==> src/rtl/bcd_scan_pkg.sv <==
// Shared constants and helpers for the multi-digit BCD scan counter:
// FSM state encodings, active-low 7-segment patterns and digit helpers.
package bcd_scan_pkg;

  // Run/stop FSM encoding
  localparam logic [0:0] IDLE = 1'b0;
  localparam logic [0:0] RUN  = 1'b1;

  // Largest legal BCD digit value
  localparam logic [3:0] BCD_MAX = 4'd9;

  // Active-low segment patterns, bit order {g,f,e,d,c,b,a}
  localparam logic [6:0] SEG_0     = 7'h40;
  localparam logic [6:0] SEG_1     = 7'h79;
  localparam logic [6:0] SEG_2     = 7'h24;
  localparam logic [6:0] SEG_3     = 7'h30;
  localparam logic [6:0] SEG_4     = 7'h19;
  localparam logic [6:0] SEG_5     = 7'h12;
  localparam logic [6:0] SEG_6     = 7'h02;
  localparam logic [6:0] SEG_7     = 7'h78;
  localparam logic [6:0] SEG_8     = 7'h00;
  localparam logic [6:0] SEG_9     = 7'h10;
  localparam logic [6:0] SEG_BLANK = 7'h7F;

  // Saturate out-of-range switch values to 9 so the count always holds BCD
  function automatic logic [3:0] clamp_bcd(input logic [3:0] d);
    return (d > BCD_MAX) ? BCD_MAX : d;
  endfunction

  // Decode one BCD digit to its active-low segment pattern; non-BCD blanks
  function automatic logic [6:0] seg_decode(input logic [3:0] d);
    logic [6:0] s;
    case (d)
      4'd0:    s = SEG_0;
      4'd1:    s = SEG_1;
      4'd2:    s = SEG_2;
      4'd3:    s = SEG_3;
      4'd4:    s = SEG_4;
      4'd5:    s = SEG_5;
      4'd6:    s = SEG_6;
      4'd7:    s = SEG_7;
      4'd8:    s = SEG_8;
      4'd9:    s = SEG_9;
      default: s = SEG_BLANK;
    endcase
    return s;
  endfunction

endpackage

==> src/rtl/bcd_digit.sv <==
// One BCD decade: parallel load, up/down count on enable, and a
// carry/borrow output that enables the next decade in the ripple chain.
module bcd_digit
  import bcd_scan_pkg::*;
(
  input  logic       clk,
  input  logic       rst,
  input  logic       en,
  input  logic       ud,
  input  logic       load,
  input  logic [3:0] ld_val,
  output logic [3:0] q,
  output logic       co
);

  logic [3:0] q_q;
  logic [3:0] q_d;

  // Next digit value: load beats counting; counting wraps 9->0 up, 0->9 down
  always_comb begin
    q_d = q_q;
    if (load) begin
      q_d = ld_val;
    end else if (en) begin
      if (ud) begin
        q_d = (q_q == BCD_MAX) ? 4'd0 : q_q + 4'd1;
      end else begin
        q_d = (q_q == 4'd0) ? BCD_MAX : q_q - 4'd1;
      end
    end
  end

  // Carry (up) or borrow (down) fires only when this decade is about to wrap
  always_comb begin
    co = en & (ud ? (q_q == BCD_MAX) : (q_q == 4'd0));
  end

  // Digit register
  always_ff @(posedge clk or posedge rst) begin
    if (rst) begin
      q_q <= 4'd0;
    end else begin
      q_q <= q_d;
    end
  end

  assign q = q_q;

endmodule

==> src/rtl/bcd_scan_counter.sv <==
// Multi-digit up/down BCD counter with run/stop control, digit-serial load,
// a rollover pulse, and a multiplexed common-anode 7-segment scanner.
module bcd_scan_counter
  import bcd_scan_pkg::*;
#(
  parameter int NDIG     = 8,
  parameter int CLK_HZ   = 50000000,
  parameter int COUNT_HZ = 1,
  parameter int SCAN_HZ  = 1000
) (
  input  logic                clk_50M,
  input  logic                reset,
  input  logic                start,
  input  logic                stop,
  input  logic                load,
  input  logic                ud,
  input  logic [3:0]          digit,
  output logic [4*NDIG-1:0]   count_bcd,
  output logic [NDIG-1:0]     anode,
  output logic [6:0]          seg,
  output logic                rollover,
  output logic                running
);

  localparam int TICK_DIV = CLK_HZ / COUNT_HZ;
  localparam int SCAN_DIV = CLK_HZ / SCAN_HZ;
  localparam int TW = (TICK_DIV > 1) ? $clog2(TICK_DIV) : 1;
  localparam int SW = (SCAN_DIV > 1) ? $clog2(SCAN_DIV) : 1;
  localparam int IW = (NDIG > 1) ? $clog2(NDIG) : 1;

  logic [0:0]      state_q,    state_d;
  logic            running_q,  running_d;
  logic            load_q,     load_d;
  logic            rollover_q, rollover_d;
  logic [TW-1:0]   presc_q,    presc_d;
  logic [SW-1:0]   sdiv_q,     sdiv_d;
  logic [IW-1:0]   idx_q,      idx_d;
  logic [NDIG-1:0] anode_q,    anode_d;
  logic [6:0]      seg_q,      seg_d;

  logic            tick;
  logic            load_edge;
  logic [3:0]      cur_digit;
  logic [NDIG-1:0] dig_en;
  logic [NDIG-1:0] dig_co;
  logic [3:0]      dig_q  [NDIG];
  logic [3:0]      dig_ld [NDIG];

  // Run/stop FSM: stop always wins, start only leaves IDLE
  always_comb begin
    state_d = state_q;
    if (stop) begin
      state_d = IDLE;
    end else if (start && (state_q == IDLE)) begin
      state_d = RUN;
    end
    running_d = (state_d == RUN);
  end

  // Count-rate prescaler: free-runs in RUN, parked at zero otherwise
  always_comb begin
    tick    = (state_q == RUN) && (presc_q == TW'(TICK_DIV - 1));
    presc_d = '0;
    if ((state_q == RUN) && (state_d == RUN)) begin
      presc_d = tick ? '0 : presc_q + TW'(1);
    end
  end

  // Load edge detect; a load edge suppresses a coincident tick
  always_comb begin
    load_d     = load;
    load_edge  = load & ~load_q;
    rollover_d = dig_co[NDIG-1];
  end

  // Decade chain: the shift load feeds each digit from its lower neighbour,
  // and the count enable ripples upward through carry/borrow outputs
  for (genvar i = 0; i < NDIG; i++) begin : g_dig
    if (i == 0) begin : g_lsd
      assign dig_en[i] = tick & ~load_edge;
      assign dig_ld[i] = clamp_bcd(digit);
    end else begin : g_upper
      assign dig_en[i] = dig_co[i-1];
      assign dig_ld[i] = dig_q[i-1];
    end

    bcd_digit u_digit (
      .clk    (clk_50M),
      .rst    (reset),
      .en     (dig_en[i]),
      .ud     (ud),
      .load   (load_edge),
      .ld_val (dig_ld[i]),
      .q      (dig_q[i]),
      .co     (dig_co[i])
    );

    assign count_bcd[4*i +: 4] = dig_q[i];
  end

  // Scan divider and digit index; index wraps NDIG-1 back to 0
  always_comb begin
    sdiv_d = sdiv_q + SW'(1);
    idx_d  = idx_q;
    if (sdiv_q == SW'(SCAN_DIV - 1)) begin
      sdiv_d = '0;
      idx_d  = (idx_q == IW'(NDIG - 1)) ? '0 : idx_q + IW'(1);
    end
  end

  // Select the digit under the current index and build the display outputs
  always_comb begin
    cur_digit = 4'd0;
    for (int i = 0; i < NDIG; i++) begin
      if (IW'(i) == idx_q) begin
        cur_digit = dig_q[i];
      end
    end
    anode_d = ~(NDIG'(1) << idx_q);
    seg_d   = seg_decode(cur_digit);
  end

  // All control, prescaler and display registers
  always_ff @(posedge clk_50M or posedge reset) begin
    if (reset) begin
      state_q    <= IDLE;
      running_q  <= 1'b0;
      load_q     <= 1'b0;
      rollover_q <= 1'b0;
      presc_q    <= '0;
      sdiv_q     <= '0;
      idx_q      <= '0;
      anode_q    <= '1;
      seg_q      <= SEG_BLANK;
    end else begin
      state_q    <= state_d;
      running_q  <= running_d;
      load_q     <= load_d;
      rollover_q <= rollover_d;
      presc_q    <= presc_d;
      sdiv_q     <= sdiv_d;
      idx_q      <= idx_d;
      anode_q    <= anode_d;
      seg_q      <= seg_d;
    end
  end

  assign anode    = anode_q;
  assign seg      = seg_q;
  assign rollover = rollover_q;
  assign running  = running_q;

endmodule

==> config.mk <==
export PLATFORM = sky130hd
export DESIGN_NAME = bcd_scan_counter
export DESIGN_NICKNAME = d
export VERILOG_FILES = /design/src/rtl/bcd_scan_pkg.sv /design/src/rtl/bcd_digit.sv /design/src/rtl/bcd_scan_counter.sv
export SDC_FILE = /design/constraint.sdc
export NUM_CORES = 1
export LEC_CHECK = 0
export CAP_MARGIN = 20
export CORE_MARGIN = 5
export CORE_UTILIZATION = 53
export CTS_CLUSTER_DIAMETER = 30
export DETAILED_ROUTE_END_ITERATION = 7
export PLACE_DENSITY = 0.78
export SYNTH_ARGS = -nofsm -noshare
export SYNTH_HDL_FRONTEND = slang
export SYNTH_SLANG_ARGS = --single-unit
==> constraint.sdc <==
create_clock -name clk_50M -period 3.9 [get_ports clk_50M]
set_clock_uncertainty 0.2 [all_clocks]
set_input_delay 1.17 -clock clk_50M [delete_from_list [all_inputs] [get_ports clk_50M]]
set_output_delay 1.17 -clock clk_50M [all_outputs]
set_load 0.05 [all_outputs]
Word-level counts from Yosys, hierarchy flattened. Memories as Yosys holds them, arrays and structs flattened. A register that Yosys moved wholly into a read port is not among the register bits. Index checks and enable logic that the tools add are counted.

Memories: 1. Output and inout bits: 49. Bits in read-only memories: 112. Register bits: 88. Input port bits: 10.

Memories: (name not given) (depth 16, width 7, read ports 1, clocked after memory_dff 1, wr ports 0, line bcd_scan_pkg.sv:33) `case (d)`.

Mux-type cells: 63. Shift operators: 1. $lt $le $gt $ge: 1. Bitwise operators: 14. Equality and inequality tests: 18. Reduce and logical (&&, ||, !) cells: 20. $add $sub $neg: 19.

Operator list (count): 4-bit 2-to-1 mux (49); 26-bit 2-to-1 mux (2); 4-bit by 1-bit adder with 4-bit output (second input constant) (8); 4-bit == test (second input constant) (8); 4-bit logical NOT (8); 4-bit by 1-bit subtractor with 4-bit output (second input constant) (8); 26-bit by 1-bit adder with 26-bit output (second input constant) (1); 26-bit == test (second input constant) (1); 16-bit by 1-bit adder with 16-bit output (second input constant) (1); 16-bit == test (second input constant) (1); 16-bit 2-to-1 mux (1); 2-bit nonzero test (8); 3-bit == test (first input constant) (4); 1-bit bitwise AND (10); 1-bit 2-to-1 mux (10); 8-bit inverter (1); 1-bit by 3-bit left shift with 8-bit output (first input constant) (1); 2-bit by 3-bit == test with 1-bit output (first input constant) (2); 4-bit greater-than comparator (second input constant) (1); 3-bit by 1-bit adder with 3-bit output (second input constant) (1); 1-bit by 3-bit == test with 1-bit output (first input constant) (1); 3-bit == test (second input constant) (1); 1-bit logical AND (3); 3-bit logical NOT (1); other kinds (2) (4).

Longest topological paths before layout. Gate-level depths: netlist (run 1).

Depth after elaboration: 13. Gate-level depth with buffers: 13.

Modules after synthesis. Synthesis (run 1) repeated with hierarchy kept, for this count alone.

Cell total of the unflattened synthesis: 705. Area, all modules: 6433.7 sq um.

Modules (own cells, without submodules): bcd_scan_counter (cells each 329, times used 1, area each 3240.6 sq um); bcd_digit (cells each 47, times used 8, area each 399.1 sq um).

Worst setup path after synthesis (run 1). No wires, ideal clock.

Kind: input to register. Start: in ud. End: reg g_dig[7].u_digit.q_q[2]. Path buffers: 1. Setup time: 0.134 ns. Arrival: 2.852 ns. Slack: 0.714 ns. Stages on the path: 7. Cells stage by stage: buf_6 or3_1 a211oi_2 nand4_2 nor4_4 and3_1 o31ai_1.

Longest elaborated chain between the ends: 9. Elaborated cells between the ends (all ways): 18.

RTL lines: start, declared (line bcd_scan_counter.sv:16) `input logic ud,`; 1-bit 2-to-1 mux (line bcd_digit.sv:35) `co = en & (ud ? (q_q == BCD_MAX) : (q_q == 4'd0));`; 1-bit bitwise AND (7 in series) (line bcd_digit.sv:35); 2-bit nonzero test (no source line); end signal, assigned (line bcd_digit.sv:43) `q_q <= q_d;`; end, declared (line bcd_digit.sv:16) `logic [3:0] q_q;`.

Parallel ways exist; a longest one is shown, timed or not. The select of a mux whose other input is x is not followed. A chain may end at the register's enable or synchronous reset.

Worst setup path in the final report (run 1).
Start: reg idx_q[2]. End: reg seg_q[5], in the netlist seg[5].

Longest elaborated chain between the ends: 9. Elaborated cells between the ends (all ways): 16.

RTL lines: start, declared (line bcd_scan_counter.sv:37) `logic [IW-1:0] idx_q, idx_d;`; start signal, assigned (line bcd_scan_counter.sv:142) `idx_q <= idx_d;`; 3-bit logical NOT (line bcd_scan_counter.sv:115) `if (IW'(i) == idx_q) begin`; 4-bit 2-to-1 mux (7 in series) (line bcd_scan_counter.sv:115); 4-bit 2-to-1 mux * (line bcd_scan_counter.sv:115); end, declared (line bcd_scan_counter.sv:39) `logic [6:0] seg_q, seg_d;`.

Every way passes the cells marked *; elsewhere a longest branch is shown, timed or not.

==> results, run 1 <==
- The flow ran to the end, and the final reports show no timing, DRC or antenna violations.
- The clock latency on the worst-skew pair is 0.36 ns.
- The number of buffers inserted by port buffering is 58.
- The leading cell type in the layout, fill and taps excluded is sky130_fd_sc_hd__dfrtp_1.
- The arithmetic-cell share of the synthesized area counting full adders, half adders and majority gates is 2.62%.
- The worst setup margin is 0.424 ns.
- The tree built by TritonCTS fans out to 95 sinks.
- Dividing total power by cell area gives a power density of 445 mW/mm².
- The total routed wirelength is 14.5 mm.
- The maximum frequency from static timing analysis is 288 MHz.
- The via count is 5385.
- Adding up every negative setup slack in the final design gives 0 ns.
- The number of remaining DRC errors is 0.
- The number of antenna diodes is 0.
- The worst-case hold path end point is sdiv_q[13].
- In the synthesized netlist the async set-or-reset flop fraction comes to 100%.
- Setup slack on the worst reg-to-reg path comes out at 0.42 ns.
- The die span in x is 118 µm.
- Summing every instance area after synthesis gives 0.00621 mm².
- The average wire per cell in the routed design is 16.1 µm.
- The type of the worst min-delay path is reg2reg.
- The floorplan has 39 rows.
- The global placement routability congestion is 0.872.
- The number of buffers added by the clock tree synthesis step is 9.
- Global routing finished with a remaining overflow of 0.
- Gates resized during post-CTS repair numbered 0.
- The synthesized netlist devotes 17.3% of its cell area to compound gates.
- The flip-flop cell with the highest count after synthesis is sky130_fd_sc_hd__dfrtp_1.
- By area, the combinational part of the netlist is dominated by simple AND/OR/NAND/NOR gates.
- The number of warnings issued by yosys is 0.
- The tool flagged a number of max-cap violations equal to 0.
- Setup repair after global routing left no endpoint under its margin.
- The worst relative slew slack is 49.0%.
- The root buffer cell is sky130_fd_sc_hd__clkbuf_16.
- The largest fanout on the critical path is 15.
- After synthesis, flip-flops and latches occupy 38.6% of the total area.
- The net total in the final layout is 776.
- Synthesis produced a netlist whose cell count is 738.
- The synthesized-area fraction occupied by xor and xnor cells is 7.75%.
- The number of max-slew violations in the final report came to 0.
- Once placement completed, the tool counted placed cells totaling 885.
- The critical path start-end classification is reg2reg.
- The die covers 0.0140 mm².
- In this run, post-CTS hold repair placed 0 buffers.
- The post-CTS setup buffer count is 0.
- At the worst endpoint, the required time is 3.97 ns.
- The H-tree level count is 3.
- The global router's overall resource usage is 21.0%.
- The clock transition at the register clock pins on the worst setup and hold paths after CTS is 0.07 ns.
- The setup violation total in the final timing report is 0.
- The number of standard cells in the layout, taps in and fillers out is 901.
- Entering global routing, the biggest net connects 51 pins.
- Across all hold checks on the routed design, the worst slack comes to 0.308 ns.
- The HPWL after detailed placement is 10.1 mm.
- Synthesis inferred 95 register bits.
- The leakage power figure is 0.00281 µW.
- After floorplanning, the core was sized to cover 0.0115 mm².
- The I/O pin count is 59.
- The number of synthesized flops with an enable pin is 0.
- The clock tree from TritonCTS is built.
- The placement-stage worst setup slack is 0.228 ns.
- The final critical-path required period is 3.48 ns.
- The capture point of the worst reg-to-reg path is seg[5].
- The first global-routing pass estimated 24.7 mm of wire.
- The share of cells above drive strength 1 is 8.71%.
- Using the TritonRoute via totals, the vias-per-cell ratio works out to 5.98.
- For this block, the initial DRC count from the detailed router was 527.
- In the finished design, the share of the clock period the worst path needs comes to 89.1%.
- The final number of hold-violating endpoints is 0.
- STA classifies the critical path endpoint as a flop.
- In the synthesized netlist, mux cells make up 1.83% of the area.
- The maximum clock insertion buffer count is 2.
- The transition time at the pin with the least slew margin is 0.765 ns.
- In this run the critical register-to-register path is launched from idx_q[2].
- The logic depth of the worst register-to-register path is 10.
- After synthesis, the netlist uses 68 different library cells.
- The number of global-route vias before repair is 5069.
- After Yosys synthesis, and, or, nand and nor cells account for 26.1% of the synthesized area.
- The worst ir drop on vdd is 288 µV.
- The worst setup path is launched from a flop.
- The vertical extent of the die is 118 µm.
- In the layout the commonest cells are sky130_fd_sc_hd__dfrtp_1 (80), sky130_fd_sc_hd__nand2_1 (74), sky130_fd_sc_hd__nor2_1 (73).
- The number of antenna violations at the first check in global routing is 0.
- A synthesized cell averages 8.42 µm².
- The number of nets in the synthesized netlist is 761.
- Before antenna repair, the detailed router went through 5 iterations.
- In this run the most critical hold path is launched from sdiv_q[13].
- For this configuration, the core starts out at a cell density of 54.2%.
- The critical path arrival is 3.55 ns.
- The signed area change from the synthesized netlist to the final layout is 14.1%.
- Counting instances, the worst hold path has a depth of 1.
- The number of routed nets with antenna violations is 0.
==> where the power goes <==
part | leakage, µW | switching, µW | total, µW | internal (µW)
Clock | 0.000148 | 397 | 900 | 503
Combinational | 0.00146 | 599 | 968 | 369
Sequential | 0.00120 | 211 | 1290 | 1070
Total | 0.00281 | 1210 | 3150 | 1950
==> metal layers <==
metal / vias up / share of wire [%] / track usage, %
li1: 2615 / - / -
met2: 153 / 50 / 35.2
met5: - / 0 / 0
met4: 0 / 2.3 / 9.68
met3: 26 / 5.8 / 4.30
met1: 2591 / 42 / 26.0
==> cell families after synthesis <==
| family | Yosys count |
|---|---|
| XOR/XNOR | 55 |
| AND/OR/NAND/NOR | 308 |
| adder cells (fa/ha/maj) | 13 |
| flip-flops | 95 |
| multiplexers | 11 |
| AO/OA/AOI/OAI | 166 |
| buffers and inverters | 90 |
==> area by class of cell <==
cell class              instances  area, µm²
fillers                       955       4380
multi-input cells             553       3450
flip-flops and latches         95       2400
repair buffers                 69        671
clock buffers                  10        229
well taps                     143        179
inverters                      25       96.3
clock inverters                 6       67.6
==> synth_stat cells (3+ instances only) <==
cell / instances / area [µm²]
sky130_fd_sc_hd__o31ai_1: 7 / 52.6
sky130_fd_sc_hd__ha_1: 13 / 163
sky130_fd_sc_hd__a21oi_1: 36 / 180
sky130_fd_sc_hd__a211oi_1: 5 / 37.5
sky130_fd_sc_hd__buf_6: 3 / 33.8
sky130_fd_sc_hd__inv_1: 25 / 93.8
sky130_fd_sc_hd__or3_1: 11 / 68.8
sky130_fd_sc_hd__nand3b_1: 9 / 67.6
sky130_fd_sc_hd__a22o_1: 4 / 35.0
sky130_fd_sc_hd__o2111ai_1: 3 / 26.3
sky130_fd_sc_hd__nand4b_1: 3 / 26.3
sky130_fd_sc_hd__o22ai_1: 8 / 50.1
sky130_fd_sc_hd__nor2b_1: 8 / 50.1
sky130_fd_sc_hd__a21o_1: 4 / 30.0
sky130_fd_sc_hd__buf_2: 6 / 30.0
sky130_fd_sc_hd__nand4_1: 9 / 56.3
sky130_fd_sc_hd__o21ai_1: 5 / 25.0
sky130_fd_sc_hd__a22oi_1: 6 / 45.0
sky130_fd_sc_hd__clkbuf_1: 53 / 199
sky130_fd_sc_hd__dfrtp_1: 80 / 2000
sky130_fd_sc_hd__a2111oi_0: 3 / 26.3
sky130_fd_sc_hd__buf_1: 3 / 11.3
sky130_fd_sc_hd__nor3_1: 23 / 115
sky130_fd_sc_hd__nor4_1: 3 / 18.8
sky130_fd_sc_hd__dfstp_2: 15 / 394
sky130_fd_sc_hd__and4_1: 6 / 52.6
sky130_fd_sc_hd__nor2_1: 73 / 274
sky130_fd_sc_hd__and2_1: 4 / 25.0
sky130_fd_sc_hd__nand2b_1: 8 / 50.1
sky130_fd_sc_hd__and3_1: 15 / 93.8
sky130_fd_sc_hd__a311oi_1: 5 / 43.8
sky130_fd_sc_hd__nand2_1: 74 / 278
sky130_fd_sc_hd__o211ai_1: 6 / 45.0
sky130_fd_sc_hd__o21a_1: 5 / 37.5
sky130_fd_sc_hd__nor3b_1: 6 / 45.0
sky130_fd_sc_hd__a31oi_1: 11 / 68.8
sky130_fd_sc_hd__o21ai_0: 43 / 215
sky130_fd_sc_hd__nand3_1: 38 / 190
sky130_fd_sc_hd__xnor2_1: 31 / 272
sky130_fd_sc_hd__mux2_2: 3 / 33.8
sky130_fd_sc_hd__xor2_1: 24 / 210
sky130_fd_sc_hd__mux2i_1: 8 / 80.1
==> sequential cells by signal (all words and copies together) (netlist names) <==
register	flops
seg	7
presc_q	26
sdiv_q	16
idx_q	3
load_q	1
rollover	1
running	1
g_dig.u_digit.q	32
anode	8
==> metrics by stage <==
step,util [%],total power (µW),instance area (µm²)
after floorplan,-,1980,6210
after global placement,59.3,2240,6800
after detailed placement,59.3,2270,6800
after CTS,61.8,3170,7090
after global routing,61.8,3310,7090
final,61.8,3150,7090
==> worst max-delay path, stage by stage (launching register included) <==
cell and delay [ns]:
sky130_fd_sc_hd__dfrtp_1 0.61, sky130_fd_sc_hd__inv_1 0.23, sky130_fd_sc_hd__ha_1 0.38, sky130_fd_sc_hd__nor2b_1 0.18, sky130_fd_sc_hd__o31ai_1 0.23, sky130_fd_sc_hd__a21oi_1 0.11
sky130_fd_sc_hd__o21ai_0 0.56, sky130_fd_sc_hd__inv_1 0.19, sky130_fd_sc_hd__ha_1 0.28, sky130_fd_sc_hd__mux2_2 0.27, sky130_fd_sc_hd__a21oi_1 0.15
==> worst max-delay path by stage <==
| stage | slack [ns] | cells past startpoint | startpoint | to |
|---|---|---|---|---|
| floorplan | 0.08 | 1 | reset | g_dig[0].u_digit.q[0] |
| global placement | 0.33 | 7 | ud | g_dig[6].u_digit.q[2] |
| detailed placement | 0.23 | 7 | ud | g_dig[6].u_digit.q[2] |
| CTS | 0.43 | 10 | idx_q[2] | seg[5] |
| global route | 0.23 | 10 | idx_q[2] | seg[5] |
| finish | 0.42 | 10 | idx_q[2] | seg[5] |
No activity file was read; power rests on OpenSTA's default activity.
==> run 2, diff against run 1 <==
--- a/config.mk
+++ b/config.mk
@@ -6,11 +6,11 @@
 export NUM_CORES = 1
 export LEC_CHECK = 0
 export CAP_MARGIN = 20
-export CORE_MARGIN = 5
-export CORE_UTILIZATION = 53
+export CORE_MARGIN = 2
+export CORE_UTILIZATION = 55
 export CTS_CLUSTER_DIAMETER = 30
 export DETAILED_ROUTE_END_ITERATION = 7
-export PLACE_DENSITY = 0.78
+export PLACE_DENSITY = 0.77
 export SYNTH_ARGS = -nofsm -noshare
 export SYNTH_HDL_FRONTEND = slang
 export SYNTH_SLANG_ARGS = --single-unit
==> constraint.sdc (replaced) <==
create_clock -name clk_50M -period 3.8 [get_ports clk_50M]
set_clock_uncertainty 0.2 [all_clocks]
set_input_delay 1.14 -clock clk_50M [delete_from_list [all_inputs] [get_ports clk_50M]]
set_output_delay 1.14 -clock clk_50M [all_outputs]
set_load 0.05 [all_outputs]
==> results, run 2 (synthesis results as in run 1) <==
- The number of global-route vias before repair is 4989 (was 5069).
- Outcome: finished, final reports clean (unchanged).
- The number of standard cells in the layout, taps in and fillers out is 900 (was 901).
- The post-cts gate resize count is 0 (unchanged).
- The number of remaining DRC errors is 0 (unchanged).
- The power after layout is 3210 µW (was 3150 µW).
- The number of routed nets with antenna violations is 0 (unchanged).
- The initial core utilization was 56.8% (was 54.2%).
- The total of max-cap violations was 0 (unchanged).
- The library cell contributing the largest single delay on the critical path is sky130_fd_sc_hd__dfrtp_1 (unchanged).
- The maximum clock insertion buffer count is 2 (unchanged).
- The number of antenna diodes is 0 (unchanged).
- The number of buffers added by the clock tree synthesis step came to 9 (unchanged).
- The type of the worst min-delay path is reg2reg (unchanged).
- The sequential group share of total power came to 40.4% (was 40.8%).
- The row count was 38 (was 39).
- The signed area change from the synthesized netlist to the final layout is 14.2% (was 14.1%).
- The die span in x is 110 µm (was 118 µm).
- The worst ir drop on vdd was 365 µV (was 288 µV).
- The worst hold slack came to 0.299 ns (was 0.308 ns).
- The clock tree from TritonCTS was built (unchanged).
- The share of cells above drive strength 1 is 8.68% (was 8.71%).
- The critical path arrival is 3.52 ns (was 3.55 ns).
- The largest delay contributor family on the critical path is compound AO/OA/AOI/OAI gates (unchanged).
- The required time of the worst setup path is 3.88 ns (was 3.97 ns).
- The final number of hold-violating endpoints is 0 (unchanged).
- The transition time at the pin with the least slew margin is 0.683 ns (was 0.765 ns).
- The global placement routability congestion was 0.876 (was 0.872).
- The vertical extent of the die came to 110 µm (was 118 µm).
- The final clock period utilization by the worst path is 90.5% (was 89.1%).
- The leading cell type in the layout, fill and taps excluded is sky130_fd_sc_hd__dfrtp_1 (unchanged).
- The final critical-path required period is 3.44 ns (was 3.48 ns).
- The net switching power figure is 1210 µW (about the same).
- Cells traversed along the worst timing path: inv_1 > ha_1 > nor2b_1 > o31ai_1 > a21oi_1 > o21ai_0 > inv_1 > ha_1 > mux2_2 > a21oi_1 (unchanged).
- The largest stage delay on the critical path is 0.62 ns (was 0.61 ns).
- The internal power component is 1990 µW (was 1950 µW).
- The global router's overall resource usage is 25.2% (was 21.0%).
- The number of max-slew violations in the final report is 0 (unchanged).
- The buffering stage count on the worst path with inverters included came to 2 (unchanged).
- The leakage power figure was 0.00281 µW (about the same).
- The nature of the critical path startpoint is a flop (unchanged).
- The placed cell count is 884 (was 885).
- Commonest cells after routing, fill and taps aside: sky130_fd_sc_hd__dfrtp_1 (80), sky130_fd_sc_hd__nand2_1 (74), sky130_fd_sc_hd__nor2_1 (73) (unchanged).
- The total routed wirelength is 14.4 mm (was 14.5 mm).
- The core area was 0.0109 mm² (was 0.0115 mm²).
- The clock latency on the worst-skew pair is 0.35 ns (was 0.36 ns).
- The H-tree level count is 3 (unchanged).
- The final setup TNS is 0 ns (unchanged).
- The die footprint was 0.0122 mm² (was 0.0140 mm²).
- The detailed-routing wirelength on met1 was 6.25 mm (was 6.04 mm).
- The detailed-routed wire length on met3 is 624 µm (was 838 µm).
- The flip-flop count of the largest register, all copies and words added is 32 (unchanged).
- The clock transition at the register clock pins on the worst setup and hold paths after CTS was 0.07 ns (about the same).
- The setup violation total in the final timing report is 0 (unchanged).
- The top layer used by detailed routing is met4 (unchanged).
- The hold buffer count at CTS is 0 (unchanged).
- The critical path endpoint category is a flop (unchanged).
- The average wire per cell in the routed design was 16.0 µm (was 16.1 µm).
- The power density relative to cell area is 452 mW/mm² (was 445 mW/mm²).
- The net total in the final layout is 778 (was 776).
- The via density per instance is 5.96 (was 5.98).
- The post-CTS setup buffer count is 0 (unchanged).
- The half-perimeter wire length of the detailed placement result is 9.72 mm (was 10.1 mm).
- The sum of overflow across all layers after global routing is 0 (unchanged).
- The number of buffers inserted by port buffering is 58 (unchanged).
- The root buffer cell was sky130_fd_sc_hd__clkbuf_16 (unchanged).
- The part of the power in the clock network is 27.7% (was 28.5%).
- The number of antenna violations at the first check in global routing is 0 (unchanged).
- The via count came to 5362 (was 5385).
- The total length of routed met2 wires is 7.12 mm (was 7.32 mm).
- The first-pass GRT wire length is 24.1 mm (was 24.7 mm).
- The number of detailed-route iterations in the first pass is 5 (unchanged).
- The maximum number of pins on one net before global-route repair was 96 (was 51).
- The share of total power in combinational logic came to 31.9% (was 30.7%).
- The I/O pin count was 59 (unchanged).
- The worst relative slew slack was 54.5% (was 49.0%).
- The number of DRC violations after detailed-routing iteration 0 came to 486 (was 527).
- The switching share of power is 37.9% (was 38.3%).
- RSZ-0062 raised after global routing: no (unchanged).
- The largest fanout on the critical path came to 15 (unchanged).
- The clock sink count is 95 (unchanged).
- The critical path start-end classification is reg2reg (unchanged).
- The maximum frequency from static timing analysis is 291 MHz (was 288 MHz).
-- run 2: area by class of cell --
class	count	area, µm²
flip-flops and latches	95	2400
well taps	140	175
clock buffers	14	275
inverters	25	95.1
multi-input cells	553	3450
fillers	926	3840
repair buffers	71	686
clock inverters	2	13.8
-- run 2: stage by stage --
stage	util [%]	instance area, µm²	setup slack [ns]
2_1_floorplan	-	6210	0.00780
3_3_place_gp	62.2	6810	0.239
3_5_place_dp	62.2	6810	0.138
4_1_cts	64.9	7090	0.376
5_1_grt	64.9	7090	0.00631
6_report	64.9	7090	0.363
-- run 2: worst reg2reg max path, stage by stage (launching register included) --
cell and delay, ns:
sky130_fd_sc_hd__dfrtp_1 0.62, sky130_fd_sc_hd__inv_1 0.23, sky130_fd_sc_hd__ha_1 0.39, sky130_fd_sc_hd__nor2b_1 0.19, sky130_fd_sc_hd__o31ai_1 0.21, sky130_fd_sc_hd__a21oi_1 0.10, sky130_fd_sc_hd__o21ai_0 0.54, sky130_fd_sc_hd__inv_1 0.20
sky130_fd_sc_hd__ha_1 0.28, sky130_fd_sc_hd__mux2_2 0.27, sky130_fd_sc_hd__a21oi_1 0.15
-- run 2: power by group through the flow --
| stage | Sequential (µW) | Combinational (µW) | Clock [µW] |
|---|---|---|---|
| final | 1300 | 1020 | 888 |
| after global routing | 1320 | 1110 | 946 |
| after CTS | 1290 | 1030 | 905 |
| after detailed placement | 1310 | 1020 | 0 |
| after global placement | 1310 | 1000 | 0 |
| after floorplan | 1470 | 553 | 0 |
-- run 2: worst paths after layout --
check / cells after the start / slack (ns) / start / to
min reg2reg: 1 / 0.30 / presc_q[0] / presc_q[0]
min in group asynchronous: 3 / 1.04 / reset / presc_q[5]
max reg2reg: 10 / 0.36 / idx_q[2] / seg[5]
min: 1 / 0.30 / presc_q[0] / presc_q[0]
max: 10 / 0.36 / idx_q[2] / seg[5]
max in group asynchronous: 3 / 1.98 / reset / seg[5]
-- run 2: metal layers --
layer | track usage, % | up-vias
met5 | 0 | -
met4 | 11.6 | 0
met3 | 4.64 | 35
met2 | 41.3 | 139
met1 | 32.5 | 2566
li1 | - | 2622
==> run 3, diff against run 2 <==
--- a/config.mk
+++ b/config.mk
@@ -7,10 +7,9 @@
 export LEC_CHECK = 0
 export CAP_MARGIN = 20
 export CORE_MARGIN = 2
-export CORE_UTILIZATION = 55
+export CORE_UTILIZATION = 39
 export CTS_CLUSTER_DIAMETER = 30
 export DETAILED_ROUTE_END_ITERATION = 7
-export PLACE_DENSITY = 0.77
 export SYNTH_ARGS = -nofsm -noshare
 export SYNTH_HDL_FRONTEND = slang
 export SYNTH_SLANG_ARGS = --single-unit
==> results, run 3 (synthesis results as in run 1) <==
- Outcome: finished, final reports clean (unchanged).
- The number of routed nets with antenna violations was 0 (unchanged).
- The die footprint is 0.0170 mm² (was 0.0122 mm²).
- The critical path arrival was 1.92 ns (was 3.52 ns).
- The sum of overflow across all layers after global routing is 0 (unchanged).
- The buffering stage count on the worst path with inverters included is 1 (was 2).
- The critical path start-end classification was reg2out (was reg2reg).
- The leading cell type in the layout, fill and taps excluded is sky130_fd_sc_hd__dfrtp_1 (unchanged).
- The H-tree level count is 3 (unchanged).
- The number of antenna diodes is 0 (unchanged).
- RSZ-0062 raised after global routing: no (unchanged).
- The first-pass GRT wire length is 25.7 mm (was 24.1 mm).
- The critical path endpoint category is a primary output (was flop).
- The final critical-path required period was 3.26 ns (was 3.44 ns).
- The number of remaining DRC errors is 0 (unchanged).
- The type of the worst min-delay path is reg2reg (unchanged).
- The die span in x came to 130 µm (was 110 µm).
- The maximum frequency from static timing analysis is 307 MHz (was 291 MHz).
- The area of all placed cells without fillers was 0.00723 mm² (was 0.00709 mm²).
- The largest fanout on the critical path is 13 (was 15).
- The final setup TNS was 0 ns (unchanged).
- The number of DRC violations after detailed-routing iteration 0 is 286 (was 486).
- The via density per instance came to 5.47 (was 5.96).
- The largest delay contributor family on the critical path is buffers and inverters (was compound AO/OA/AOI/OAI gates).
- The post-cts gate resize count is 0 (unchanged).
- The final clock period utilization by the worst path was 85.7% (was 90.5%).
- The share of cells above drive strength 1 is 9.91% (was 8.68%).
- The root buffer cell is sky130_fd_sc_hd__clkbuf_16 (unchanged).
- The largest stage delay on the critical path came to 0.90 ns (was 0.62 ns).
- The required time of the worst setup path is 2.46 ns (was 3.88 ns).
- The number of detailed-route iterations in the first pass is 5 (unchanged).
- The total of max-cap violations is 0 (unchanged).
- The worst relative slew slack was 52.4% (was 54.5%).
- The maximum number of pins on one net before global-route repair is 42 (was 96).
- The half-perimeter wire length of the detailed placement result came to 10.9 mm (was 9.72 mm).
- The flip-flop count of the largest register, all copies and words added is 32 (unchanged).
- The number of buffers added by the clock tree synthesis step is 9 (unchanged).
- The vertical extent of the die is 130 µm (was 110 µm).
- The number of antenna violations at the first check in global routing is 0 (unchanged).
- The I/O pin count came to 59 (unchanged).
- The worst ir drop on vdd is 212 µV (was 365 µV).
- The library cell contributing the largest single delay on the critical path is sky130_fd_sc_hd__clkdlybuf4s50_1 (was sky130_fd_sc_hd__dfrtp_1).
- The clock latency on the worst-skew pair is 0.36 ns (was 0.35 ns).
- The beginning of the critical path is g_dig[4].u_digit.q[1] (was idx_q[2]).
- The hold buffer count at CTS is 0 (unchanged).
- The transition time at the pin with the least slew margin was 0.707 ns (was 0.683 ns).
- The clock tree from TritonCTS was built (unchanged).
- The maximum clock insertion buffer count came to 2 (unchanged).
- Cells traversed along the worst timing path: clkdlybuf4s50_1 (was inv_1 > ha_1 > nor2b_1 > o31ai_1 > a21oi_1 > o21ai_0 > inv_1 > ha_1 > mux2_2 > a21oi_1).
- The initial core utilization is 39.6% (was 56.8%).
- The leakage power figure is 0.00284 µW (was 0.00281 µW).
- The clock sink count was 95 (unchanged).
- The row count came to 46 (was 38).
- The number of max-slew violations in the final report is 0 (unchanged).
- The via count is 5374 (was 5362).
- The global placement routability congestion is 0.828 (was 0.876).
- The post-detailed-placement cell area is 0.00695 mm² (was 0.00681 mm²).
- The final number of hold-violating endpoints is 0 (unchanged).
- The worst hold slack is 0.305 ns (was 0.299 ns).
- The placement-stage worst setup slack came to 0.208 ns (was 0.138 ns).
- The number of buffers inserted by port buffering came to 58 (unchanged).
- Commonest cells after routing, fill and taps aside: sky130_fd_sc_hd__dfrtp_1 (80), sky130_fd_sc_hd__nand2_1 (74), sky130_fd_sc_hd__nor2_1 (73) (unchanged).
- The number of global-route vias before repair came to 5217 (was 4989).
- The global router's overall resource usage is 19.1% (was 25.2%).
- The core area came to 0.0157 mm² (was 0.0109 mm²).
- The setup violation total in the final timing report is 0 (unchanged).
- The critical register-to-register path startpoint is idx_q[0] (was idx_q[2]).
- The power after layout is 3210 µW (about the same).
- The signed area change from the synthesized netlist to the final layout is 16.4% (was 14.2%).
- The total routed wirelength is 15.5 mm (was 14.4 mm).
- The net total in the final layout is 785 (was 778).
- The nature of the critical path startpoint is a flop (unchanged).
- The worst setup margin is 0.544 ns (was 0.363 ns).
- The power density relative to cell area is 444 mW/mm² (was 452 mW/mm²).
- The clock transition at the register clock pins on the worst setup and hold paths after CTS is 0.07 ns (about the same).
- The launch point of the worst hold path is sdiv_q[10] (was presc_q[0]).
- The post-CTS setup buffer count is 0 (unchanged).
- The filler cell count is 1538 (was 926).
- The average wire per cell in the routed design came to 15.8 µm (was 16.0 µm).
-- run 3: cell count changes in the layout (fill, tap and decap cells not counted), sizes merged --
cell and change:
clkinv -1, buf +7, clkbuf -5, inv +5, clkinvlp +1
-- run 3: through the flow --
stage	std cells	utilization, %
6_report	983	46.0
5_1_grt	983	46.0
2_1_floorplan	738	-
4_1_cts	983	46.0
3_3_place_gp	967	44.3
3_5_place_dp	967	44.3
-- run 3: where the power goes --
| part | switching [µW] | leakage [µW] | internal (µW) |
|---|---|---|---|
| registers | 211 | 0.00120 | 1100 |
| logic | 627 | 0.00150 | 388 |
| clock network | 430 | 0.000139 | 452 |
-- run 3: metal layers --
layer / track usage [%] / vias up / part of all wire (%)
met2: 32.7 / 115 / 50
met3: 2.95 / 21 / 3.8
met5: 0 / - / 0
met1: 24.2 / 2603 / 44
met4: 7.84 / 0 / 2.1
li1: - / 2635 / -
-- run 3: cell type report --
type                    instances  area [µm²]  share of cell area, %
multi-input cells             553        3450                   47.7
flip-flops and latches         95        2400                   33.1
repair buffers                 78         738                   10.2
well taps                     216         270                   3.74
clock buffers                   9         225                   3.11
inverters                      25        96.3                   1.33
clock inverters                 7        53.8                  0.744
-- run 3: worst paths after layout --
check | end | slack [ns] | depth (start not counted)
max reg2reg | seg[4] | 0.80 | 9
min | sdiv_q[10] | 0.31 | 1
min in group asynchronous | sdiv_q[9] | 0.98 | 2
min reg2reg | sdiv_q[10] | 0.31 | 1
max in group asynchronous | g_dig[0].u_digit.q[1] | 1.72 | 3
max | count_bcd[17] | 0.54 | 1
